## src/rtl/issue_scoreboard.sv

```systemverilog
// -----------------------------------------------------------------------------
// issue_scoreboard
//
// Single-entry issue stage sitting between the instruction decoder and the
// execute stage. One decoded instruction is held at a time. A 32-entry table of
// pending-write counters records how many issued-but-not-retired writes target
// each architectural register. The held instruction is released to execute only
// when none of its sources has a pending writer and its destination counter
// still has headroom. A flush discards the held instruction (and any
// instruction arriving in the same cycle) but leaves the counters alone,
// because instructions that already issued still write back.
//
// Parameters
//   PAYLOAD_W : width of the opaque decoded-instruction payload
//   CNT_W     : width of each pending counter (max outstanding = 2^CNT_W-1)
//
// Ports
//   i_clk, i_rst        : clock, synchronous active-high reset
//   i_dec_valid/o_dec_ready, i_dec_payload, i_dec_rs1/rs2/rd_addr,
//   i_dec_rs1/rs2_used  : decoder handshake and decoded register fields
//   o_issue_valid/i_issue_ready, o_issue_payload, o_issue_rd_addr
//                       : execute handshake and held instruction fields
//   i_wb_valid, i_wb_addr : register write retiring this cycle
//   i_flush             : discard held and incoming instruction
//   o_busy              : held entry valid or any write still pending
//   o_sb_err            : sticky, writeback seen for a register with no
//                         pending write
// -----------------------------------------------------------------------------
module issue_scoreboard #(
  parameter int PAYLOAD_W = 64,
  parameter int CNT_W     = 2
) (
  input  logic                 i_clk,
  input  logic                 i_rst,
  input  logic                 i_dec_valid,
  output logic                 o_dec_ready,
  input  logic [PAYLOAD_W-1:0] i_dec_payload,
  input  logic [4:0]           i_dec_rs1_addr,
  input  logic [4:0]           i_dec_rs2_addr,
  input  logic [4:0]           i_dec_rd_addr,
  input  logic                 i_dec_rs1_used,
  input  logic                 i_dec_rs2_used,
  output logic                 o_issue_valid,
  input  logic                 i_issue_ready,
  output logic [PAYLOAD_W-1:0] o_issue_payload,
  output logic [4:0]           o_issue_rd_addr,
  input  logic                 i_wb_valid,
  input  logic [4:0]           i_wb_addr,
  input  logic                 i_flush,
  output logic                 o_busy,
  output logic                 o_sb_err
);

  localparam logic [CNT_W-1:0] CNT_ZERO = {CNT_W{1'b0}};
  localparam logic [CNT_W-1:0] CNT_ONE  = CNT_W'(1);
  localparam logic [CNT_W-1:0] CNT_MAX  = {CNT_W{1'b1}};

  // Held entry state
  logic                 held_valid_q,    held_valid_d;
  logic [PAYLOAD_W-1:0] held_payload_q,  held_payload_d;
  logic [4:0]           held_rs1_q,      held_rs1_d;
  logic [4:0]           held_rs2_q,      held_rs2_d;
  logic [4:0]           held_rd_q,       held_rd_d;
  logic                 held_rs1_used_q, held_rs1_used_d;
  logic                 held_rs2_used_q, held_rs2_used_d;

  // Pending-write counters; entry 0 is held at zero
  logic [CNT_W-1:0]     cnt_q [32];
  logic [CNT_W-1:0]     cnt_d [32];

  logic                 sb_err_q, sb_err_d;

  // Handshake / hazard terms
  logic                 hazard_s;
  logic                 issue_valid_s;
  logic                 issue_fire_s;
  logic                 dec_ready_s;
  logic                 dec_fire_s;
  logic                 any_pending_s;

  // A source blocks issue when it is really read, is not x0, and has a writer
  // still in flight.
  function automatic logic src_blocked(input logic             used,
                                       input logic [4:0]       addr,
                                       input logic [CNT_W-1:0] cnt);
    return used && (addr != 5'd0) && (cnt != CNT_ZERO);
  endfunction

  // Hazard uses only registered counter values: a writeback never bypasses into
  // the same cycle, and a saturated destination counter blocks a further issue.
  always_comb begin
    hazard_s = src_blocked(held_rs1_used_q, held_rs1_q, cnt_q[held_rs1_q]) ||
               src_blocked(held_rs2_used_q, held_rs2_q, cnt_q[held_rs2_q]) ||
               ((held_rd_q != 5'd0) && (cnt_q[held_rd_q] == CNT_MAX));
  end

  // Handshakes; dec_ready is intentionally combinational so a held entry that
  // issues or is flushed can be replaced in the same cycle.
  always_comb begin
    issue_valid_s = held_valid_q && !hazard_s && !i_flush;
    issue_fire_s  = issue_valid_s && i_issue_ready;
    dec_ready_s   = !held_valid_q || issue_fire_s || i_flush;
    dec_fire_s    = i_dec_valid && dec_ready_s && !i_flush;
  end

  // Held entry next state: load on accept, otherwise drain on issue or flush.
  always_comb begin
    held_valid_d    = held_valid_q;
    held_payload_d  = held_payload_q;
    held_rs1_d      = held_rs1_q;
    held_rs2_d      = held_rs2_q;
    held_rd_d       = held_rd_q;
    held_rs1_used_d = held_rs1_used_q;
    held_rs2_used_d = held_rs2_used_q;
    if (dec_fire_s) begin
      held_valid_d    = 1'b1;
      held_payload_d  = i_dec_payload;
      held_rs1_d      = i_dec_rs1_addr;
      held_rs2_d      = i_dec_rs2_addr;
      held_rd_d       = i_dec_rd_addr;
      held_rs1_used_d = i_dec_rs1_used;
      held_rs2_used_d = i_dec_rs2_used;
    end else if (issue_fire_s || i_flush) begin
      held_valid_d    = 1'b0;
    end else begin
      held_valid_d    = held_valid_q;
    end
  end

  // Counter next state: +1 on issue to r, -1 on writeback to a nonzero r,
  // unchanged when both or neither happen. Issue cannot overflow because a
  // saturated destination is a hazard.
  always_comb begin
    logic inc_v;
    logic dec_v;
    inc_v    = 1'b0;
    dec_v    = 1'b0;
    cnt_d[0] = CNT_ZERO;
    for (int r = 1; r < 32; r++) begin
      inc_v = issue_fire_s && (held_rd_q == 5'(r));
      dec_v = i_wb_valid && (i_wb_addr == 5'(r)) && (cnt_q[r] != CNT_ZERO);
      case ({inc_v, dec_v})
        2'b10:   cnt_d[r] = cnt_q[r] + CNT_ONE;
        2'b01:   cnt_d[r] = cnt_q[r] - CNT_ONE;
        default: cnt_d[r] = cnt_q[r];
      endcase
    end
  end

  // Sticky error: a retiring write that the scoreboard never saw issue.
  always_comb begin
    sb_err_d = sb_err_q ||
               (i_wb_valid && (i_wb_addr != 5'd0) && (cnt_q[i_wb_addr] == CNT_ZERO));
  end

  // Any outstanding write keeps the stage busy.
  always_comb begin
    any_pending_s = 1'b0;
    for (int r = 1; r < 32; r++) begin
      any_pending_s = any_pending_s || (cnt_q[r] != CNT_ZERO);
    end
  end

  // State registers with synchronous reset overriding all other inputs.
  always_ff @(posedge i_clk) begin
    if (i_rst) begin
      held_valid_q    <= 1'b0;
      held_payload_q  <= {PAYLOAD_W{1'b0}};
      held_rs1_q      <= 5'd0;
      held_rs2_q      <= 5'd0;
      held_rd_q       <= 5'd0;
      held_rs1_used_q <= 1'b0;
      held_rs2_used_q <= 1'b0;
      sb_err_q        <= 1'b0;
      for (int r = 0; r < 32; r++) begin
        cnt_q[r] <= CNT_ZERO;
      end
    end else begin
      held_valid_q    <= held_valid_d;
      held_payload_q  <= held_payload_d;
      held_rs1_q      <= held_rs1_d;
      held_rs2_q      <= held_rs2_d;
      held_rd_q       <= held_rd_d;
      held_rs1_used_q <= held_rs1_used_d;
      held_rs2_used_q <= held_rs2_used_d;
      sb_err_q        <= sb_err_d;
      for (int r = 0; r < 32; r++) begin
        cnt_q[r] <= cnt_d[r];
      end
    end
  end

  assign o_issue_valid   = issue_valid_s;
  assign o_dec_ready     = dec_ready_s;
  assign o_issue_payload = held_payload_q;
  assign o_issue_rd_addr = held_rd_q;
  assign o_busy          = held_valid_q || any_pending_s;
  assign o_sb_err        = sb_err_q;

endmodule
```

## config.mk

```make
export PLATFORM = sky130hd
export DESIGN_NAME = issue_scoreboard
export DESIGN_NICKNAME = d
export VERILOG_FILES = /design/src/rtl/issue_scoreboard.sv
export SDC_FILE = /design/constraint.sdc
export NUM_CORES = 1
export LEC_CHECK = 0
export CORE_MARGIN = 2
export CORE_UTILIZATION = 35
export DETAILED_ROUTE_END_ITERATION = 8
export DONT_BUFFER_PORTS = 1
export HOLD_SLACK_MARGIN = 0.05
export SYNTH_ARGS = -nofsm -noshare
export SYNTH_HDL_FRONTEND = slang
export SYNTH_SLANG_ARGS = --single-unit
```

## constraint.sdc

```tcl
create_clock -name i_clk -period 4 [get_ports i_clk]
set_input_delay 0.8 -clock i_clk [delete_from_list [all_inputs] [get_ports i_clk]]
set_output_delay 0.8 -clock i_clk [all_outputs]
set_load 0.005 [all_outputs]
```

==> results of run 1 <==
[area by class of cell]
cell class                      count  area (µm²)  area share
Inverter                            8        30.0     0.00308
Clock inverter                     14         126      0.0129
Sequential cell                   160        3200       0.328
Tap cell                          330         413      0.0423
Multi-Input combinational cell    736        5310       0.544
Timing Repair Buffer               30         250      0.0256
Clock buffer                       18         429      0.0440
[what timing repair did]
| action | in CTS | in global routing |
|---|---|---|
| pin swaps | 0 | 1 |
| gates resized for setup | 1 | 2 |
| endpoints found under the setup margin | 1 | 2 |
| buffers inserted | 0 | 4 |
[worst paths after layout]
kind | from | cells after the start | slack, ns | end
max | flop | 7 | 0.24 | o_issue_valid
max reg2reg | flop | 11 | 0.54 | cnt_q[16][1]
min | o_sb_err | 2 | 0.47 | o_sb_err
min reg2reg | o_sb_err | 2 | 0.47 | o_sb_err
[cells by family after synthesis]
family                   Yosys count  share of synthesized area
XOR/XNOR                          62                     0.0615
AO/OA/AOI/OAI                    117                     0.0802
AND/OR/NAND/NOR                  420                      0.263
adder cells (fa/ha/maj)           31                     0.0439
flip-flops                       160                      0.363
buffers and inverters             68                     0.0387
multiplexers                     106                      0.150
[power groups by stage]
| stage | Combinational (W) | Sequential (W) | Clock (W) |
|---|---|---|---|
| after floorplan | 0.000273 | 0.00174 | 0 |
| after global placement | 0.000274 | 0.00178 | 0 |
| after detailed placement | 0.000279 | 0.00178 | 0 |
| after CTS | 0.000280 | 0.00174 | 0.00159 |
| after global routing | 0.000306 | 0.00175 | 0.00165 |
| final | 0.000281 | 0.00174 | 0.00155 |
[layout by cell type (no fill, tap or decap), types with 2 or more instances in the layout]
cell and n:
or4_1 2, o22ai_1 2, inv_8 2, clkinv_4 3, xnor2_1 31, mux2i_1 84
nor2b_1 9, inv_1 7, a311oi_1 2, ha_1 31, nor2_1 71, o32ai_1 2
clkbuf_16 17, buf_4 28, a211o_1 2, clkinvlp_4 4, or3_1 31, inv_6 3
nor3_1 39, nand2b_1 168, nand2_1 26, nand3_1 34, and2_1 3, dfxtp_1 159
a2111oi_0 2, a22oi_1 2, xor2_1 31, nand3b_1 2, a21oi_1 33, nand4_1 24
o21ai_0 49, buf_12 2, nor4_1 2, mux4_2 21, a31oi_1 2, o211ai_1 9
[flip-flops by register name (all words and copies together), names as in the netlist, named ones only]
signal	cells
held_valid_q	1
held_rs1_q	5
held_rs2_q	5
o_sb_err	1
o_issue_rd_addr	5
cnt_q	62
held_rs2_used_q	1
o_issue_payload	64
held_rs1_used_q	1
[critical path, cell delays in order, from the launching register on]
cell and delay [ns]:
dfxtp_1 0.67, mux4_2 0.61, a22oi_1 0.19, a31oi_1 0.18
o31ai_2 0.48, nor3_4 0.09, buf_12 0.17, buf_4 0.14
[metrics by stage]
step / instance area [µm²] / hold slack, ns / power [W] / utilization
floorplan: 8830 / 0.442 / 0.00201 / -
global placement: 9150 / 0.459 / 0.00205 / 0.367
detailed placement: 9150 / 0.459 / 0.00206 / 0.367
CTS: 9720 / 0.435 / 0.00362 / 0.389
global route: 9760 / 0.458 / 0.00371 / 0.391
finish: 9760 / 0.465 / 0.00358 / 0.391
[metal layers]
metal | global-route usage | share of wire | up-vias | wire (µm)
li1 | - | - | 3366 | -
met1 | 0.234 | 0.43 | 3259 | 10200
met2 | 0.281 | 0.45 | 319 | 10500
met3 | 0.0621 | 0.10 | 33 | 2490
met4 | 0.0628 | 0.019 | 0 | 460
met5 | 0 | 0 | - | 0
==> summary.md, run 1 <==
| Metric | Value |
|---|---|
| Die Footprint | `26500 µm²` |
| Fin crit period | `3.76 ns` |
| YS warnings | `0` |
| Max Freq | `266 MHz` |
| Die width | `163 µm` |
| Peak supply drop | `0.190 mV` |
| Detail Route Antenna Nets | `0` |
| Pwr dens | `366 nW/µm²` |
| Hold Crit Class | `reg2reg` |
| WL/cell | `18.3 µm` |
| Worst-margin pin slew | `1.09 ns` |
| Clock slew seen by the registers of the worst setup and hold paths | `0.07 ns` |
| Vias per inst | `5.38` |
| Final period utilization | `0.940` |
| Number of placement rows | `58` |
| RSZ-0062 raised after global routing | `false` |
| Share of the synthesized area in the top cell type | `0.363` |
| # hold bufs at CTS | `0` |
| Post-Place Worst Slack | `0.167 ns` |
| Pre-Repair DR Iteration Count | `5` |
| Worst-Skew Late Latency | `0.44 ns` |
| TNS Setup | `0 ns` |
| Fin. max-slew vios | `0` |
| GP Congestion | `0.923` |
| Final hold vios | `0` |
| Final WL | `23700 µm` |
| Max_cap viols | `0` |
| Worst Clk Skew | `0.0267 ns` |
| Switching share of total power | `0.268` |
| I/O Pins | `165` |
| H-Tree Depth | `4` |
| Pin count of the biggest net entering global routing | `227` |
| Sequential Power Share | `0.488` |
| Post-Syn Nets | `1087` |
| Total track usage | `0.181` |
| TritonCTS Buffers | `17` |
| Ys async rst share | `0` |
| Antenna cells | `0` |
| Leak | `3.22 nW` |
| WP data arrival | `2.96 ns` |
| CP Class | `reg2out` |
| Post-synthesis sequential area ratio | `0.363` |
| First-pass GRT wire length | `37300 µm` |
| Outcome | `finished, final reports clean` |
| Starting Density | `0.354` |
| Final setup margin | `0.239 ns` |
| Port Buffers | `0` |
| DRC errors left | `0` |
| Layout cells sized above 1 | `0.0952` |
| Placeable Area | `25000 µm²` |
| DRT iter0 DRCs | `622` |
| Clock share of power | `0.434` |
| Int Pwr | `0.00262 W` |
| Fillers | `2539` |
| Required @ worst endpoint | `3.20 ns` |
| CP Max Fanout | `15` |
| Most used DFF post-synth | `dfxtp_1` |
| Chip height | `163 µm` |
| HPWL after detailed placement | `17000 µm` |
| Finished Layout Cells | `1296` |
| Top cells by instance count after synthesis | `168 x nand2b_1, 160 x dfxtp_1, 84 x mux2i_1` |
| Syn_area_per_cell | `9.16 µm²` |
| CTS tree | `done` |
| Main area contributors after synthesis | `dfxtp_1 36%, nand2b_1 12%, mux2i_1 9.5%` |
| Cell variety after synth | `55` |
| Layout Nets | `1076` |
| Rel. slew slack | `0.270` |
| Top cell type by total area after synthesis | `dfxtp_1` |
| Vias | `6977` |
| Final Setup Violations | `0` |
| Startpoint Class | `flop` |
| Max clock buf depth | `2` |
| Initial antenna violation count | `0` |
| Most frequent cell after synthesis | `nand2b_1` |
| # placed instances | `1260` |
| # clock sinks | `160` |
| Gr ovfl total | `0` |
| Area added between synthesis and finish | `10.6%` |
| Seq cells post-synth | `160` |
| Critical Path End Type | `output pin` |
| Switch Pwr | `0.000959 W` |
| Combinational Power Share | `0.078` |
| Area of the mapped netlist | `8830 µm²` |
| EDFF count, synth | `0` |
| Vias in the first global route | `6820` |
| Clk root buf | `clkbuf_16` |
| Cells after Synth | `964` |
No activity file was read; power rests on OpenSTA's default activity.
==> run 2: changes to the inputs <==
--- a/config.mk
+++ b/config.mk
@@ -6,7 +6,7 @@
 export NUM_CORES = 1
 export LEC_CHECK = 0
 export CORE_MARGIN = 2
-export CORE_UTILIZATION = 35
+export CORE_UTILIZATION = 45
 export DETAILED_ROUTE_END_ITERATION = 8
 export DONT_BUFFER_PORTS = 1
 export HOLD_SLACK_MARGIN = 0.05
==> summary.md, run 2 (synthesis results as in run 1) <==
| Metric | Value |
|---|---|
| Die Footprint | `20700 µm² (-22%)` |
| Vias | `6899 (-1.1%)` |
| Starting Density | `0.456 (+0.103)` |
| Max_cap viols | `0 (unchanged)` |
| Placeable Area | `19300 µm² (-23%)` |
| Detail Route Antenna Nets | `0 (unchanged)` |
| Layout cells sized above 1 | `0.0858 (-0.00946)` |
| Startpoint Class | `flop` |
| Commonest cells after routing, fill and taps aside | `168 x nand2b_1, 159 x dfxtp_1, 84 x mux2i_1` |
| Area added between synthesis and finish | `9.20%` |
| WL/cell | `18.3 µm (about the same)` |
| Pin count of the biggest net entering global routing | `227 (unchanged)` |
| CP Max Fanout | `18 (+3)` |
| Rel. slew slack | `0.260 (-0.0101)` |
| Pwr dens | `381 nW/µm² (+4.0%)` |
| Clk root buf | `clkbuf_16` |
| Initial antenna violation count | `0 (unchanged)` |
| Pre-Repair DR Iteration Count | `7 (+2)` |
| Gr ovfl total | `0 (unchanged)` |
| Met2 WL post-DR | `10200 µm (-2.9%)` |
| Leading cell type in the layout, fill and taps excluded | `nand2b_1` |
| H-Tree Depth | `4 (unchanged)` |
| Final Setup Violations | `0 (unchanged)` |
| Max reg flops | `64 (unchanged)` |
| Final hold vios | `0 (unchanged)` |
| Hold Crit Class | `in2reg` |
| Setup Buffers After CTS | `0 (unchanged)` |
| Area of the multi-input gates | `5300 µm² (-0.21%)` |
| GP Congestion | `0.963 (+4.3%)` |
| Vias in the first global route | `6665 (-2.3%)` |
| DRC errors left | `0 (unchanged)` |
| Worst Clk Skew | `0.0154 ns (-0.0113 ns)` |
| Final WL | `22300 µm (-5.9%)` |
| Fillers | `1864 (-27%)` |
| Total track usage | `0.218 (+0.0372)` |
| # clock sinks | `160 (unchanged)` |
| Util after Layout | `0.498 (+0.107)` |
| # hold bufs at CTS | `0 (unchanged)` |
| Max Freq | `267 MHz (+0.51%)` |
| Chip height | `144 µm (-12%)` |
| Fin. max-slew vios | `0 (unchanged)` |
| RSZ-0062 raised after global routing | `false` |
| Critical Path End Type | `output pin` |
| WL met3 | `2170 µm (-13%)` |
| TNS Setup | `0 ns (unchanged)` |
| CP Class | `reg2out` |
| Clock slew seen by the registers of the worst setup and hold paths | `0.08 ns (about the same)` |
| Antenna cells | `0 (unchanged)` |
| Die width | `144 µm (-12%)` |
| Register area | `3200 µm² (unchanged)` |
| TritonCTS Buffers | `17 (unchanged)` |
| WP data arrival | `2.94 ns (-0.02 ns)` |
| Layout Nets | `1066 (-0.93%)` |
| Worst-Skew Late Latency | `0.44 ns (about the same)` |
| CTS tree | `done` |
| Outcome | `finished, final reports clean` |
| Resized cells post-CTS | `1 (unchanged)` |
| First-pass GRT wire length | `35200 µm (-5.7%)` |
| Port Buffers | `0 (unchanged)` |
| Final period utilization | `0.936 (-0.00477)` |
| Worst-margin pin slew | `1.11 ns (+0.0151 ns)` |
| Vias per inst | `5.65 (+5.0%)` |
| Fin crit period | `3.74 ns (-0.0191 ns)` |
| Required @ worst endpoint | `3.20 ns (about the same)` |
| DRT iter0 DRCs | `493 (-21%)` |
| Max clock buf depth | `2 (unchanged)` |
| Peak supply drop | `0.258 mV (+36%)` |
| Top Layer Used | `met4` |
| Number of placement rows | `51 (-12%)` |
| I/O Pins | `165 (unchanged)` |
| Leak | `3.21 nW (-0.24%)` |
| Wl on met1 | `9310 µm (-8.7%)` |
| HPWL after detailed placement | `15900 µm (-6.8%)` |
[run 2: cell types whose count changed in the layout (fill, tap and decap cells not counted), moves of 2 or more]
cell	before	now
inv_8	2	6
inv_6	3	1
clkinv_8	1	4
clkinvlp_4	4	0
buf_4	28	19
[run 2: area by class of cell]
cell class,count,area share
clock buffers,17,0.0441
multi-input cells,736,0.550
repair buffers,20,0.0169
flip-flops and latches,160,0.332
clock inverters,15,0.0191
well taps,265,0.0344
inverters,8,0.00312
[run 2: power by group]
part	internal [W]	switching (W)	total [W]	leakage [nW]
clock network	0.000853	0.000802	0.00165	0.298
logic	0.000135	0.000137	0.000272	1.61
registers	0.00166	0.0000827	0.00175	1.30
[run 2: per-layer routing]
metal  vias to the layer above  track usage
met5                         -            0
met4                         0       0.0841
met3                        46       0.0851
met2                       288        0.343
met1                      3219        0.270
li1                       3346            -
[run 2: stage by stage]
| stage | hold slack (ns) | instances | setup WS [ns] | instance area (µm²) | power (W) |
|---|---|---|---|---|---|
| after floorplan | 0.442 | 964 | 0.964 | 8830 | 0.00201 |
| after global placement | 0.452 | 1189 | 0.497 | 9030 | 0.00205 |
| after detailed placement | 0.460 | 1189 | 0.363 | 9030 | 0.00205 |
| after CTS | 0.424 | 1221 | 0.270 | 9640 | 0.00372 |
| after global routing | 0.410 | 1221 | 0.0456 | 9640 | 0.00381 |
| final | 0.438 | 1221 | 0.258 | 9640 | 0.00367 |
[run 2: path summary, 6_finish.rpt]
| kind | start | endpoint | slack (ns) | depth (start not counted) |
|---|---|---|---|---|
| setup / recovery | flop | o_dec_ready | 0.26 | 6 |
| hold / removal | i_rst | cnt_q[14][1] | 0.44 | 1 |
| setup reg to reg | flop | cnt_q[2][1] | 0.41 | 11 |
| hold reg to reg | o_sb_err | o_sb_err | 0.47 | 2 |
[run 2: worst max-delay path: stages (launching register included)]
cell	delay (ns)
dfxtp_1	0.76
a21boi_1	0.28
o21ai_0	0.16
a211o_1	0.33
a22oi_1	0.51
nor3_1	0.18
a21bo_2	0.27
